File: src/rtl/bmp_stream_writer.sv
// Serialises 8-bit grayscale pixels into a 24-bit BMP byte stream (header, BGR triplets, row padding).
// Optional macro BORDER_FILL_EN appends FILL_ROWS zero rows so the file keeps the source image height.
module bmp_stream_writer #(
  parameter int WIDTH     = 720,
  parameter int HEIGHT    = 720,
  parameter int FILL_ROWS = 2
) (
  input  logic       clk,
  input  logic       rst,
  output logic       in_rd_en,
  input  logic [7:0] in_dout,
  input  logic       in_empty,
  output logic       out_wr_en,
  output logic [7:0] out_din,
  input  logic       out_full,
  output logic       done
);

  localparam int ROW_BYTES = ((WIDTH * 3 + 3) / 4) * 4;
  localparam int PAD       = ROW_BYTES - WIDTH * 3;
  localparam int IN_ROWS   = HEIGHT - FILL_ROWS;
`ifdef BORDER_FILL_EN
  localparam int OUT_H      = HEIGHT;
  localparam int FILL_BYTES = FILL_ROWS * ROW_BYTES;
  localparam int FILL_W     = (FILL_BYTES > 1) ? $clog2(FILL_BYTES) : 1;
`else
  localparam int OUT_H      = IN_ROWS;
`endif
  localparam logic [31:0] IMG_SIZE  = 32'(ROW_BYTES * OUT_H);
  localparam logic [31:0] FILE_SIZE = 32'd54 + IMG_SIZE;
  localparam int COL_W = (WIDTH > 1) ? $clog2(WIDTH) : 1;
  localparam int ROW_W = (IN_ROWS > 1) ? $clog2(IN_ROWS) : 1;

  typedef enum logic [2:0] {ST_HEADER, ST_PIXEL, ST_PAD, ST_FILL, ST_DONE} state_t;

  // Header bytes 2..53 are thirteen little-endian words; bytes 26..29 pack planes=1 and bpp=24.
  function automatic logic [31:0] hdr_field(input int g);
    case (g)
      0:       hdr_field = FILE_SIZE;
      2:       hdr_field = 32'd54;
      3:       hdr_field = 32'd40;
      4:       hdr_field = 32'(WIDTH);
      5:       hdr_field = 32'(OUT_H);
      6:       hdr_field = 32'h0018_0001;
      8:       hdr_field = IMG_SIZE;
      9, 10:   hdr_field = 32'd2835;
      default: hdr_field = 32'd0;
    endcase
  endfunction

  logic [7:0] hdr_rom [64];

  generate
    for (genvar gi = 0; gi < 64; gi++) begin : g_hdr
      if (gi == 0) begin : g_b
        assign hdr_rom[gi] = 8'h42;
      end else if (gi == 1) begin : g_m
        assign hdr_rom[gi] = 8'h4D;
      end else if (gi < 54) begin : g_field
        assign hdr_rom[gi] = 8'(hdr_field((gi - 2) / 4) >> (8 * ((gi - 2) % 4)));
      end else begin : g_zero
        assign hdr_rom[gi] = 8'h00;
      end
    end
  endgenerate

  state_t             state_reg, state_next;
  logic [5:0]         cnt_reg, cnt_next;
  logic [1:0]         phase_reg, phase_next;
  logic [COL_W-1:0]   col_reg, col_next;
  logic [ROW_W-1:0]   row_reg, row_next;
`ifdef BORDER_FILL_EN
  logic [FILL_W-1:0]  fill_reg, fill_next;
`endif

  logic             last_row;
  logic [ROW_W-1:0] row_after;
  state_t           row_end_state;

  assign last_row  = (row_reg == ROW_W'(IN_ROWS - 1));
  assign row_after = last_row ? row_reg : row_reg + ROW_W'(1);
`ifdef BORDER_FILL_EN
  assign row_end_state = last_row ? ((FILL_BYTES > 0) ? ST_FILL : ST_DONE) : ST_PIXEL;
`else
  assign row_end_state = last_row ? ST_DONE : ST_PIXEL;
`endif

  always_ff @(posedge clk or posedge rst) begin
    if (rst) begin
      state_reg <= ST_HEADER;
      cnt_reg   <= '0;
      phase_reg <= '0;
      col_reg   <= '0;
      row_reg   <= '0;
`ifdef BORDER_FILL_EN
      fill_reg  <= '0;
`endif
    end else begin
      state_reg <= state_next;
      cnt_reg   <= cnt_next;
      phase_reg <= phase_next;
      col_reg   <= col_next;
      row_reg   <= row_next;
`ifdef BORDER_FILL_EN
      fill_reg  <= fill_next;
`endif
    end
  end

  // Strobes are gated by rst so nothing is pushed or popped while reset is held.
  always_comb begin
    state_next = state_reg;
    cnt_next   = cnt_reg;
    phase_next = phase_reg;
    col_next   = col_reg;
    row_next   = row_reg;
`ifdef BORDER_FILL_EN
    fill_next  = fill_reg;
`endif
    out_wr_en  = 1'b0;
    in_rd_en   = 1'b0;
    out_din    = 8'h00;
    if (!rst) begin
      case (state_reg)
        ST_HEADER: begin
          out_din   = hdr_rom[cnt_reg];
          out_wr_en = !out_full;
          if (out_wr_en) begin
            if (cnt_reg == 6'd53) begin
              cnt_next   = '0;
              state_next = ST_PIXEL;
            end else begin
              cnt_next = cnt_reg + 6'd1;
            end
          end
        end
        ST_PIXEL: begin
          out_din   = in_dout;
          out_wr_en = !in_empty && !out_full;
          if (out_wr_en) begin
            if (phase_reg == 2'd2) begin
              in_rd_en   = 1'b1;
              phase_next = '0;
              if (col_reg == COL_W'(WIDTH - 1)) begin
                col_next = '0;
                if (PAD > 0) begin
                  state_next = ST_PAD;
                end else begin
                  state_next = row_end_state;
                  row_next   = row_after;
                end
              end else begin
                col_next = col_reg + COL_W'(1);
              end
            end else begin
              phase_next = phase_reg + 2'd1;
            end
          end
        end
        ST_PAD: begin
          out_wr_en = !out_full;
          if (out_wr_en) begin
            if (cnt_reg == 6'(PAD - 1)) begin
              cnt_next   = '0;
              state_next = row_end_state;
              row_next   = row_after;
            end else begin
              cnt_next = cnt_reg + 6'd1;
            end
          end
        end
`ifdef BORDER_FILL_EN
        ST_FILL: begin
          out_wr_en = !out_full;
          if (out_wr_en) begin
            if (fill_reg == FILL_W'(FILL_BYTES - 1)) begin
              state_next = ST_DONE;
            end else begin
              fill_next = fill_reg + FILL_W'(1);
            end
          end
        end
`endif
        default: ;
      endcase
    end
  end

  assign done = !rst && (state_reg == ST_DONE);

endmodule

File: config.mk
export PLATFORM = sky130hd
export DESIGN_NAME = bmp_stream_writer
export DESIGN_NICKNAME = d
export VERILOG_FILES = /design/src/rtl/bmp_stream_writer.sv
export SDC_FILE = /design/constraint.sdc
export NUM_CORES = 1
export LEC_CHECK = 0
export BUFFER_PORTS_ARGS = -buffer_cell sky130_fd_sc_hd__clkbuf_2
export CORE_ASPECT_RATIO = 1.5
export CORE_MARGIN = 8
export CORE_UTILIZATION = 25
export CTS_BUF_LIST = sky130_fd_sc_hd__clkbuf_4
export DETAILED_ROUTE_END_ITERATION = 12
export GPL_TIMING_DRIVEN = 0
export PLACE_DENSITY = 0.53
export SLEW_MARGIN = 20
export SYNTH_ARGS = -nofsm -noshare
export SYNTH_HDL_FRONTEND = slang
export SYNTH_SLANG_ARGS = --single-unit
export TNS_END_PERCENT = 30
File: constraint.sdc
create_clock -name clk -period 5.9 [get_ports clk]
set_input_delay 0 -clock clk [delete_from_list [all_inputs] [get_ports clk]]
set_output_delay 0 -clock clk [all_outputs]
set_load 0.005 [all_outputs]
==> metrics <==
fin crit share 0.404; Worst-Skew Late Latency between 0.3 and 0.4 ns; Detailed Routing Iterations Pass 1 4; Overflow after GRT 0; row cnt 40; HPWL after detailed placement between 3 and 4 mm; Sink Count 30; relative slew slack 0.434; Area Growth Syn to Fin 16.1%; post-synthesis async set-or-reset flop share 1.00; Max-cap violations 0; fraction of layout cells with a size suffix above 1 0.156; final instance area 0.00237 sq mm; CP endpoint kind primary output; reg2reg setup slack 3.66 ns; Worst Hold Class input port to flip-flop; post-synthesis register bit count 30; total power about 0.7 mW; status complete, no violations; Leakage around 1.1 nW; crit-path max FO 8; Post-synth EDFFs 0; register area share after synthesis 0.368; element type at the critical path start flip-flop; synthesized cell area ~0.0020 sq mm; WP data arrival between 2 and 2.5 ns; DP Worst Slack 3.69 ns; fin. max-slew vios 0; placed cell area 0.00228 sq mm; TritonCTS clock tree done; Layout Utilization 0.298; global-route wire length before repair ~9 mm; min cycle time layout roughly 2.4 ns; vias in the first global route ~1900; Reg clk slew, reported paths 0.10 ns; DR WL/cell about 14 microns; placeable core area 0.00796 sq mm; pwr/cell area 295 mW/mm^2; YS warnings 0; Routed WL between 5 and 6 mm; cts repair resizes 0; Setup violations, final 0; Via Count around 1800; CTS Buf Count 5; Final Worst Setup Slack around 3.5 ns; Post-Syn Area per Cell about 9 sq um; final antenna diode count 0; Die H between 100 and 150 microns; # DRC 0; syn_nets about 250; Hold Slack 0.0441 ns; I/O Pins 23; ys flop type dfrtp_1; Max rail drop VDD 85.4 uV; worst-margin pin slew roughly 0.84 ns; Synth cell types between 50 and 60; Crit path required time 5.90 ns; routed vias/inst about 5.0; final std cells w/o fill around 370; largest net degree at the start of global routing 31; # port buffers 22; post-route ant nets 0; commonest cells after routing, fill and taps aside dfrtp_1 (30), nand2_1 (26), clkbuf_2 (22); htree depth 2; dpl cells 359; crit path kind flip-flop to primary output; Peak Freq roughly 420 MHz; worst-case clock buffer depth 2; RSZ-0062 raised after global routing false; fin nets approximately 280; clk_skew 0.0166 ns; most common cell after layout, fill and taps aside dfrtp_1; fillers around 850; Die ar. between 0.01 and 0.015 sq mm; RD Place Congestion 0.887; GR Util All Layers 0.0962; initial cell density of the core 0.256; die width roughly 90 microns; drt initial violations slightly below 100; initial antenna violation count 0; Root Buffer clkbuf_4; setup TNS 0 ns; Synth Instances ~230; Final Hold Fails 0
==> cells in the mapped netlist (2+ instances only) <==
cell      count  area share
a211oi_1      3       0.011
a21oi_1      10       0.025
a22o_1        2      0.0086
a31oi_1       2      0.0061
a32o_1        4       0.020
clkbuf_1      7       0.013
dfrtp_1      30        0.37
ha_1         10       0.061
inv_1        12       0.022
mux2i_1       3       0.015
nand2_1      26       0.048
nand2b_1      8       0.025
nand3_1      10       0.025
nand4_1       4       0.012
nor2_1       14       0.026
nor2b_1       4       0.012
nor3_1        6       0.015
nor3b_1       2      0.0074
nor3b_2       2       0.012
o21ai_0      17       0.042
o22ai_1       3      0.0092
o31ai_1       7       0.026
or3_1         4       0.012
xnor2_1       7       0.030
xor2_1        6       0.026
==> path summary, 6_finish.rpt <==
path / start / end / cells past startpoint
worst max-delay path: cnt_reg[0]$_DFFE_PP0P_ / out_din[3] / 8
min in group asynchronous: rst / state_reg[2]$_DFFE_PP0P_ / 3
worst min register to register: row_reg[9]$_DFFE_PP0P_ / row_reg[9]$_DFFE_PP0P_ / 1
worst max register to register: col_reg[0]$_DFFE_PP0P_ / row_reg[5]$_DFFE_PP0P_ / 6
worst min-delay path: in_empty / phase_reg[1]$_DFFE_PP0P_ / 4
max in group asynchronous: rst / row_reg[9]$_DFFE_PP0P_ / 3
==> cells by family after synthesis <==
logic type	share of synthesized area
flip-flops	0.368
buffers and inverters	0.0454
AO/OA/AOI/OAI	0.185
AND/OR/NAND/NOR	0.262
XOR/XNOR	0.0638
adder cells (fa/ha/maj)	0.0613
multiplexers	0.0147
==> critical path, cell delays in order (launching register included) <==
cell      delay, ns
dfrtp_1        0.50
inv_1          0.14
ha_1           0.21
clkbuf_1       0.19
mux2i_1        0.16
a211oi_1       0.09
a311o_1        0.38
a32o_1         0.27
clkbuf_2       0.11
==> where the power goes <==
group          internal, mW  total (mW)  switching (mW)
sequential            0.219       0.246          0.0270
clock                0.0878       0.164          0.0758
combinational         0.118       0.290           0.172
==> layout make-up <==
cell class              count  area (sq um)  share of cell area
multi-input cells         180          1200               0.505
flip-flops and latches     30           751               0.317
well taps                 105           131              0.0554
repair buffers             23           120              0.0507
inverters                  13          53.8              0.0227
clock inverters             3          40.0              0.0169
plain buffers               9          38.8              0.0164
clock buffers               5          37.5              0.0158
==> what timing repair did <==
item	4_1_cts	5_1_grt
endpoints found under the setup margin	0	0
endpoints found under the hold margin	30	0
buffers inserted	0	0
hold buffers	1	0
==> routing by layer <==
metal | wire length, microns | share of wire | track usage | vias to the layer above
li1 | - | - | - | 899
met1 | 2100 | 0.41 | 0.103 | 856
met2 | 2530 | 0.49 | 0.167 | 70
met3 | 311 | 0.060 | 0.0260 | 19
met4 | 218 | 0.042 | 0.0541 | 0
met5 | 0 | 0 | 0 | -
No activity file was read; power rests on OpenSTA's default activity.
